$ cat src/rtl/display_line_editor.sv
// Character line buffer for the Morse display path: append, backspace (synchronised button),
// replace-newest, clear, and scroll-or-reject on a full line. Slot 0 holds the newest character.
module display_line_editor #(
   parameter int unsigned       CHAR_W = 8,
   parameter int unsigned       DEPTH  = 8,
   parameter bit                SCROLL = 1'b1,
   parameter logic [CHAR_W-1:0] BLANK  = '0,
   localparam int unsigned      CW     = $clog2(DEPTH + 1)
) (
   input  logic                       clk,
   input  logic                       rst,
   input  logic                       push,
   input  logic [CHAR_W-1:0]          push_char,
   input  logic                       bs_btn,
   input  logic                       clear,
   output logic [CHAR_W*DEPTH-1:0]    line,
   output logic [CW-1:0]              count,
   output logic                       empty,
   output logic                       full,
   output logic                       err
);

   logic [CHAR_W-1:0] r_slot [DEPTH];
   logic [CW-1:0]     r_count;
   logic              r_empty;
   logic              r_full;
   logic              r_err;
   logic              r_bs_s0;
   logic              r_bs_s1;
   logic              r_bs_s2;

   logic [CHAR_W-1:0] w_slot_d [DEPTH];
   logic [CW-1:0]     w_count_d;
   logic              w_err_d;
   logic              w_bs_pulse;

   assign w_bs_pulse = r_bs_s1 & ~r_bs_s2;

   // One action per cycle; earlier branches take priority over later ones.
   always_comb begin
      w_slot_d  = r_slot;
      w_count_d = r_count;
      w_err_d   = 1'b0;
      if (clear) begin
         for (int i = 0; i < DEPTH; i++) w_slot_d[i] = BLANK;
         w_count_d = '0;
      end else if (w_bs_pulse && push && (r_count != '0)) begin
         w_slot_d[0] = push_char;
      end else if (w_bs_pulse && !push) begin
         if (r_count != '0) begin
            for (int i = 0; i < DEPTH - 1; i++) w_slot_d[i] = r_slot[i+1];
            w_slot_d[DEPTH-1] = BLANK;
            w_count_d         = r_count - CW'(1);
         end
      end else if (push) begin
         if (!r_full || SCROLL) begin
            for (int i = 1; i < DEPTH; i++) w_slot_d[i] = r_slot[i-1];
            w_slot_d[0] = push_char;
            if (!r_full) w_count_d = r_count + CW'(1);
         end else begin
            w_err_d = 1'b1;
         end
      end
   end

   // Sync flops reset high so a button held through reset never yields a backspace.
   always_ff @(posedge clk) begin
      if (rst) begin
         for (int i = 0; i < DEPTH; i++) r_slot[i] <= BLANK;
         r_count <= '0;
         r_empty <= 1'b1;
         r_full  <= 1'b0;
         r_err   <= 1'b0;
         r_bs_s0 <= 1'b1;
         r_bs_s1 <= 1'b1;
         r_bs_s2 <= 1'b1;
      end else begin
         r_slot  <= w_slot_d;
         r_count <= w_count_d;
         r_empty <= (w_count_d == '0);
         r_full  <= (w_count_d == CW'(DEPTH));
         r_err   <= w_err_d;
         r_bs_s0 <= bs_btn;
         r_bs_s1 <= r_bs_s0;
         r_bs_s2 <= r_bs_s1;
      end
   end

   always_comb begin
      line = '0;
      for (int i = 0; i < DEPTH; i++) line[i*CHAR_W +: CHAR_W] = r_slot[i];
   end

   assign count = r_count;
   assign empty = r_empty;
   assign full  = r_full;
   assign err   = r_err;

endmodule

$ cat config.mk
export PLATFORM = sky130hd
export DESIGN_NAME = display_line_editor
export DESIGN_NICKNAME = d
export VERILOG_FILES = /design/src/rtl/display_line_editor.sv
export SDC_FILE = /design/constraint.sdc
export NUM_CORES = 1
export LEC_CHECK = 0
export BUFFER_PORTS_ARGS = -buffer_cell sky130_fd_sc_hd__buf_2
export CORE_UTILIZATION = 45
export CTS_CLUSTER_DIAMETER = 60
export DETAILED_ROUTE_END_ITERATION = 16
export HOLD_SLACK_MARGIN = 0.03
export PLACE_DENSITY = 0.7
export SKIP_CTS_REPAIR_TIMING = 1
export SLEW_MARGIN = 20
export SYNTH_ARGS = -nofsm -noshare
export SYNTH_HDL_FRONTEND = slang
export SYNTH_SLANG_ARGS = --single-unit
export TNS_END_PERCENT = 30
$ cat constraint.sdc
create_clock -name clk -period 2.6 [get_ports clk]
set_clock_uncertainty 0.15 [all_clocks]
set_input_delay 0.13 -clock clk [delete_from_list [all_inputs] [get_ports clk]]
set_output_delay 0.13 -clock clk [all_outputs]
set_load 0.005 [all_outputs]
== After elaboration in Yosys (flattened, before gate mapping) ==
Index checks and enable logic that the tools add are counted.
Operators by class
  add/sub/neg operators: 2
  eq/ne operators: 3
  mux-type cells: 10
  bitwise logic cells: 3
  reduce and logical (&&, ||, !) cells: 11
Operators by type and width (number)
  $mux 64: 3
  $mux 4: 6
  $mux 8: 1
  $add 4x1->4 const B: 1
  $eq 4x4->1 const B: 1
  $logic_not 4->1: 1
  $reduce_bool 4->1: 1
  $sub 4x1->4 const B: 1
  $logic_and 1x1->1: 3
  $ne 3x3->1 const B: 1
  $reduce_and 3->1: 1
  $reduce_bool 3->1: 1
  $ne 2x2->1 const B: 1
  $not 1->1: 2
  $reduce_and 2->1: 1
  $reduce_bool 2->1: 1
  $reduce_or 2->1: 1
  $and 1x1->1: 1
  $logic_not 1->1: 1
Storage, ports and cells
  flip-flop bits (word level): 73
  output and inout bits: 71
  word-level logic and storage cells: 43

== Longest topological paths before layout ==
Gate-level depths: netlist of the first run.
  depth after elaboration: 7
  gate-level depth with buffers: 9
  mapped depth without buffers: 8

== Least setup slack after synthesis of the first run ==
OpenSTA, ideal clock, no wires.
  kind: register to register
  from: register r_count[0] (netlist: count[0])
  to: register r_slot, in the netlist line[48]
  setup time: 88 ps
  arrival time: 1963 ps
  slack: 398 ps
  cell stages (with the launch flop): 10
  path buffers: 3
  clock period less this slack: 2202 ps
  path through: dfxtp_1 -> inv_1 -> ha_1 -> nor3b_2 -> o21a_2 -> or2_1 -> buf_4 -> buf_6 -> buf_6 -> a311oi_2
On the way
  cells in the longest elaborated chain, start to end: 4
  elaborated cells on any way between the ends: 5
  classes of those cells: 1 x eq/ne; 1 x bitwise; 3 x reduce/logical
RTL lines
  from (decl): RTL line 24  | logic [CW-1:0] r_count;
  from (signal assigned): RTL line 79  | r_count <= w_count_d;
  $reduce_bool 4->1 (*): RTL line 47, 50
  parallel branches: the longest is 2 deep, another holds $ne 2x2->1
  $reduce_and 3->1 (no source line) (*)
  to (signal assigned): RTL line 78  | r_slot <= w_slot_d;
  to (decl): RTL line 23  | logic [CHAR_W-1:0] r_slot [DEPTH];
Mark *: on every way between the ends.
A chain may end at the register's enable or synchronous reset.

== Worst setup path after layout of the first run ==
  from: register r_count[0] (netlist: count[0])
  to: register r_slot, in the netlist line[22]
The elaborated chain is that of the path after synthesis.

==> results of run 1 <==
critical path, cell delays in order, from the launching register on:
cell	delay [ns]
dfxtp_1	0.38
inv_1	0.10
ha_1	0.20
nor3b_2	0.31
o21a_2	0.28
or2_4	0.24
buf_4	0.26
nor2_1	0.06
a311oi_1	0.25
cells in the final DEF (no fill, tap or decap), types with 5 or more instances in the layout:
| cell type | instances |
|---|---|
| clkbuf_8 | 9 |
| or2_2 | 5 |
| buf_2 | 82 |
| a311oi_2 | 10 |
| dfxtp_1 | 73 |
| inv_1 | 6 |
| nand2_1 | 119 |
| buf_4 | 7 |
| a311oi_1 | 46 |
| nor2_1 | 69 |
| a21oi_1 | 8 |
| a22oi_1 | 6 |
| dlygate4sd3_1 | 12 |
sequential cells by signal (all words and copies together) (netlist names):
register and count:
empty 1, count 4, r_bs_s1 1, full 1, line 64, r_bs_s2 1
r_bs_s0 1
layer usage:
layer / GRT usage (%) / share of wire [%] / vias up
met5: 0 / 0 / -
met1: 28.49 / 45 / 1542
met4: 8.197 / 1.7 / 0
met2: 37.64 / 49 / 87
li1: - / - / 1579
met3: 5.592 / 4.8 / 14
how the worst max path moves through the flow:
stage / cells past startpoint / endpoint
after floorplan: 9 / line[48]$_SDFFE_PP0P_
after global placement: 8 / line[14]$_SDFFE_PP0P_
after detailed placement: 8 / line[22]$_SDFFE_PP0P_
after CTS: 8 / line[22]$_SDFFE_PP0P_
after global routing: 7 / line[59]$_SDFFE_PP0P_
final: 8 / line[22]$_SDFFE_PP0P_
per-stage QoR:
step / cells / util [%]
3_3_place_gp: 559 / 53.73
6_report: 588 / 59.49
4_1_cts: 575 / 57.59
5_1_grt: 588 / 59.49
2_1_floorplan: 408 / -
3_5_place_dp: 559 / 53.73
synth_stat cells, types with 3 or more instances:
cell | count | area, um^2
buf_4 | 5 | 37.54
clkbuf_1 | 14 | 52.55
buf_1 | 4 | 15.01
nand3_1 | 3 | 15.01
a311oi_1 | 46 | 402.9
nor2_1 | 70 | 262.8
nand2_1 | 119 | 446.7
or2_2 | 4 | 25.02
dfxtp_1 | 73 | 1461
buf_2 | 10 | 50.05
a22oi_1 | 6 | 45.04
inv_1 | 6 | 22.52
a311oi_2 | 10 | 150.1
a21oi_1 | 8 | 40.04
final cells by class:
class / instances / area (um^2) / area share, %
clock buffers: 9 / 123.9 / 3.015
clock inverters: 7 / 142.6 / 3.471
inverters: 6 / 22.52 / 0.5481
multi-input cells: 295 / 1635 / 39.80
flip-flops and latches: 73 / 1461 / 35.57
well taps: 96 / 120.1 / 2.923
repair buffers: 102 / 603.1 / 14.68
power groups by stage:
stage / clock network (mW) / logic (mW) / registers (mW)
4_1_cts: 1.18 / 0.223 / 1.20
2_1_floorplan: 0 / 0.148 / 1.22
3_5_place_dp: 0 / 0.222 / 1.22
5_1_grt: 1.24 / 0.267 / 1.20
6_report: 1.16 / 0.237 / 1.20
3_3_place_gp: 0 / 0.216 / 1.22
cells by family after synthesis:
| family | after synthesis | synth area share [%] |
|---|---|---|
| other | 1 | 0.1145 |
| DFF | 73 | 44.61 |
| and+or+nand+nor | 208 | 25.94 |
| buffers and inverters | 41 | 6.111 |
| AOI/OAI and AO/OA | 81 | 21.89 |
| muxes | 1 | 0.3056 |
| xor gates and xnor gates | 1 | 0.2674 |
| adders and majority gates | 2 | 0.7638 |
==> metrics.cfg, run 1 <==
[power]
switching_share_pct=23.27
switching_power_mw=0.6045
power_leakage_nw=1.648
power_density_nw_per_um2=632.1
ir_drop_mv=0.2988
p_total_mw=2.597
clock_power_share_pct=44.8
pwr-share-seq_pct=46.0
p_int_mw=1.993
combPwrFrac_pct=9.1

[cts]
root_buffer=clkbuf_8
cts_sinks=73
cts_buffers=9
clk_transition_reported_paths_ns=0.08
clock_latency_ns=0.34
htreeDepth=3
ctsLongestPathBuffers=2
cts_tree=done

[detailed_routing]
dr.pass1.iters=5
drc=0
wl_per_cell_um=14.30
ant_nets=0
vias=3222
vias_per_cell=5.480
routed_wl_um=8406
drt_iter0_drc=212

[synthesis]
synth_nets=423
yosysSeqAreaShare_pct=44.61
synth_cell_type_count=37
synth-main-ff-cell=dfxtp_1
synth_area_um2=3276
ys_warn_count=0
synthCells=408
avgSynthCellArea_um2=8.029
ys_ff_latch=73
async_flop_share_pct=0
synth_edf_count=0

[timing]
final-hold-violation-count=0
timing.final.crit_period_ns=2.328
fmax_ghz=0.4296
setup_viol=0
rsz0062_at_grt=no
tightest_slew_ns=0.7433
setup_tns_ns=0
worst_slack_ns=0.2723
slew_headroom_pct=50.44
hold_slack_ns=0.1739
finalCritPeriodShare_pct=89.53
slew_viol_final=0

[cells_and_area]
layout-drive-gt1-share_pct=26.02
final_cell_area_um2=4109
area_growth_pct=25.44
fin_nets=502
fill_cells=674
diodes=0

[run]
cap_violations=0

[critical_path]
cp-end-kind=register
startpoint=count[0]$_SDFF_PP0_
worstSetupPathType=register to register
r2r-start=count[0]$_SDFF_PP0_
critPathArrivalTime_ns=2.43
ff2ff_setup_slack_ns=0.27
reg2reg_to=line[22]$_SDFFE_PP0P_
startpoint_type=register
ff2ff_path_depth=8
cp_max_fo=20
required_ns=2.70

[worst_hold_path]
holdPathStages=4
min_from=push
whs_endpoint=count[2]$_SDFF_PP0_
min_path_type=primary input to register

[place]
gp_congestion=0.8802
pre_cts_slack_ns=0.1749
hpwl_um=5532
io_buffers=82
place_area_um2=3711

[die]
design.core.area_um2=6907
die_w_um=87.32
start_util_pct=47.43
die_y_um=87.32
rows=30
ioPinCount=84
dieArea_um2=7625

[global_routing]
grt_max_degree=60
antenna_found_initial=0
grt_overflow_total=0
grt_pass1_wl_um=13550
grt_pass1_vias=2867
grt_usage_pct=22.67

[run_status]
outcome=complete, no violations

(Power assumes the default switching activity.)
==> inputs of run 2 (changes only) <==
- CORE_ASPECT_RATIO: not set -> 1.4
- CORE_UTILIZATION: 45 -> 40
- PLACE_DENSITY: 0.7 -> not set
- SLEW_MARGIN: 20 -> 30
==> run 2 against run 1 <==
Net effect: register-to-register slack about the same; power down 17%; critical path depth unchanged; final area down 2.0%; critical path type unchanged; non-clock buffer count up 2; combinational power up 4%; die area up 12%; global-route usage down 1.7 points; via count down 0.65%; sequential power about the same.
==> metrics.cfg, run 2 (synthesis gave the netlist of run 1 again) <==
[run_status]
outcome=complete, no violations

[timing]
worst_slack_ns=0.2621
rsz0062_at_grt=no
slew_headroom_pct=52.03
finalCritPeriodShare_pct=89.92
setup_tns_ns=0
hold_slack_ns=0.1867
fmax_ghz=0.4277
final-hold-violation-count=0
slew_viol_final=0
tightest_slew_ns=0.7195
setup_viol=0
timing.final.crit_period_ns=2.338

[place]
io_buffers=82
gp_congestion=0.8482
pre_cts_slack_ns=0.1919
hpwl_um=5840

[die]
dieArea_um2=8560
start_util_pct=41.75
die_w_um=78.48
die_y_um=109.1
rows=38
ioPinCount=84
design.core.area_um2=7845

[power]
power_density_nw_per_um2=538.7
p_int_mw=1.599
combPwrFrac_pct=11.3
pwr-share-seq_pct=55.1
ir_drop_mv=0.3559
switching_power_mw=0.5692
switching_share_pct=26.25
clock_power_share_pct=33.5
power_leakage_nw=1.605

[detailed_routing]
vias_per_cell=5.407
dr.pass1.iters=4
drt_iter0_drc=269
ant_nets=0
routed_wl_um=8801
drc=0
vias=3201
wl_per_cell_um=14.87

[critical_path]
critPathArrivalTime_ns=2.43
max_stage_delay_ns=0.38
required_ns=2.69
cp-end-kind=register
worstSetupPathType=register to register
critPathSlowestCell=dfxtp_1
startpoint_type=register
path_cells=inv_1, ha_1, nor3b_4, o21a_2, or2_4, buf_12, nor2_1, a311oi_1
ff2ff_path_depth=8
cp_max_fo=33

[cells_and_area]
largest_reg_flops=64
layout_commonest_cell=nand2_1
fill_cells=805
final_cell_mix=nand2_1 (119), buf_2 (82), dfxtp_1 (73)
area_growth_pct=22.88
layout-drive-gt1-share_pct=25.20
fin_nets=504
diodes=0

[global_routing]
antenna_found_initial=0
grt_usage_pct=20.94
grt_overflow_total=0
grt_pass1_wl_um=13830
grt_pass1_vias=2779
grt_max_degree=60

[cts]
cts_buffers=9
htreeDepth=3
root_buffer=clkbuf_8
cts_sinks=73
ctsLongestPathBuffers=2
clock_latency_ns=0.34
cts_tree=done
clk_transition_reported_paths_ns=0.07

[worst_hold_path]
min_path_type=primary input to register
holdPathStages=4

[run]
cap_violations=0

## run 2: cell count changes in the layout (fill, tap and decap cells not counted), sizes merged
cell / delta
clkinv: -2
bufinv: -4
clkbuf: +4
buf: +2
## run 2: power groups by stage
stage | clock network (mW) | registers (mW) | logic [mW]
after floorplan | 0 | 1.22 | 0.148
after global placement | 0 | 1.22 | 0.225
after detailed placement | 0 | 1.22 | 0.229
after CTS | 0.749 | 1.20 | 0.231
after global routing | 0.791 | 1.20 | 0.275
final | 0.727 | 1.20 | 0.246
## run 2: path summary, 6_finish.rpt
| check | startpoint | to | slack [ns] |
|---|---|---|---|
| hold / removal | push | count[2]$_SDFF_PP0_ | 0.19 |
| hold reg to reg | r_bs_s0$_SDFF_PP1_ | r_bs_s1$_SDFF_PP1_ | 0.26 |
| setup reg to reg | count[0]$_SDFF_PP0_ | line[39]$_SDFFE_PP0P_ | 0.26 |
| setup / recovery | count[0]$_SDFF_PP0_ | line[39]$_SDFFE_PP0P_ | 0.26 |
## run 2: per-layer routing
metal	part of all wire (%)	vias to the layer above	global-route usage, %
met3	5.0	7	2.259
li1	-	1580	-
met2	48	101	33.15
met4	0.77	0	10.32
met5	0	-	0
met1	46	1513	28.30
## run 2: final cells by class
type / count / area (um^2) / area share, %
Tap cell: 100 / 125.1 / 3.108
Inverter: 6 / 22.52 / 0.5595
Clock buffer: 13 / 138.9 / 3.450
Clock inverter: 1 / 5.005 / 0.1243
Timing Repair Buffer: 104 / 630.6 / 15.67
Multi-Input combinational cell: 295 / 1642 / 40.78
Sequential cell: 73 / 1461 / 36.31
## run 2: metrics by stage
stage / area [um^2] / power (mW) / instances / util [%]
2_1_floorplan: 3276 / 1.364 / 408 / -
3_3_place_gp: 3744 / 1.445 / 565 / 47.72
3_5_place_dp: 3744 / 1.451 / 565 / 47.72
4_1_cts: 3887 / 2.176 / 579 / 49.55
5_1_grt: 4025 / 2.267 / 592 / 51.31
6_report: 4025 / 2.168 / 592 / 51.31
## run 2: worst max-delay path: cells and delay by family (launching register included)
kind	cells	cell delay (ns)
AO/OA/AOI/OAI	2	0.55
AND/OR/NAND/NOR	3	0.62
buffers and inverters	2	0.31
flip-flops	1	0.38
adder cells (fa/ha/maj)	1	0.21
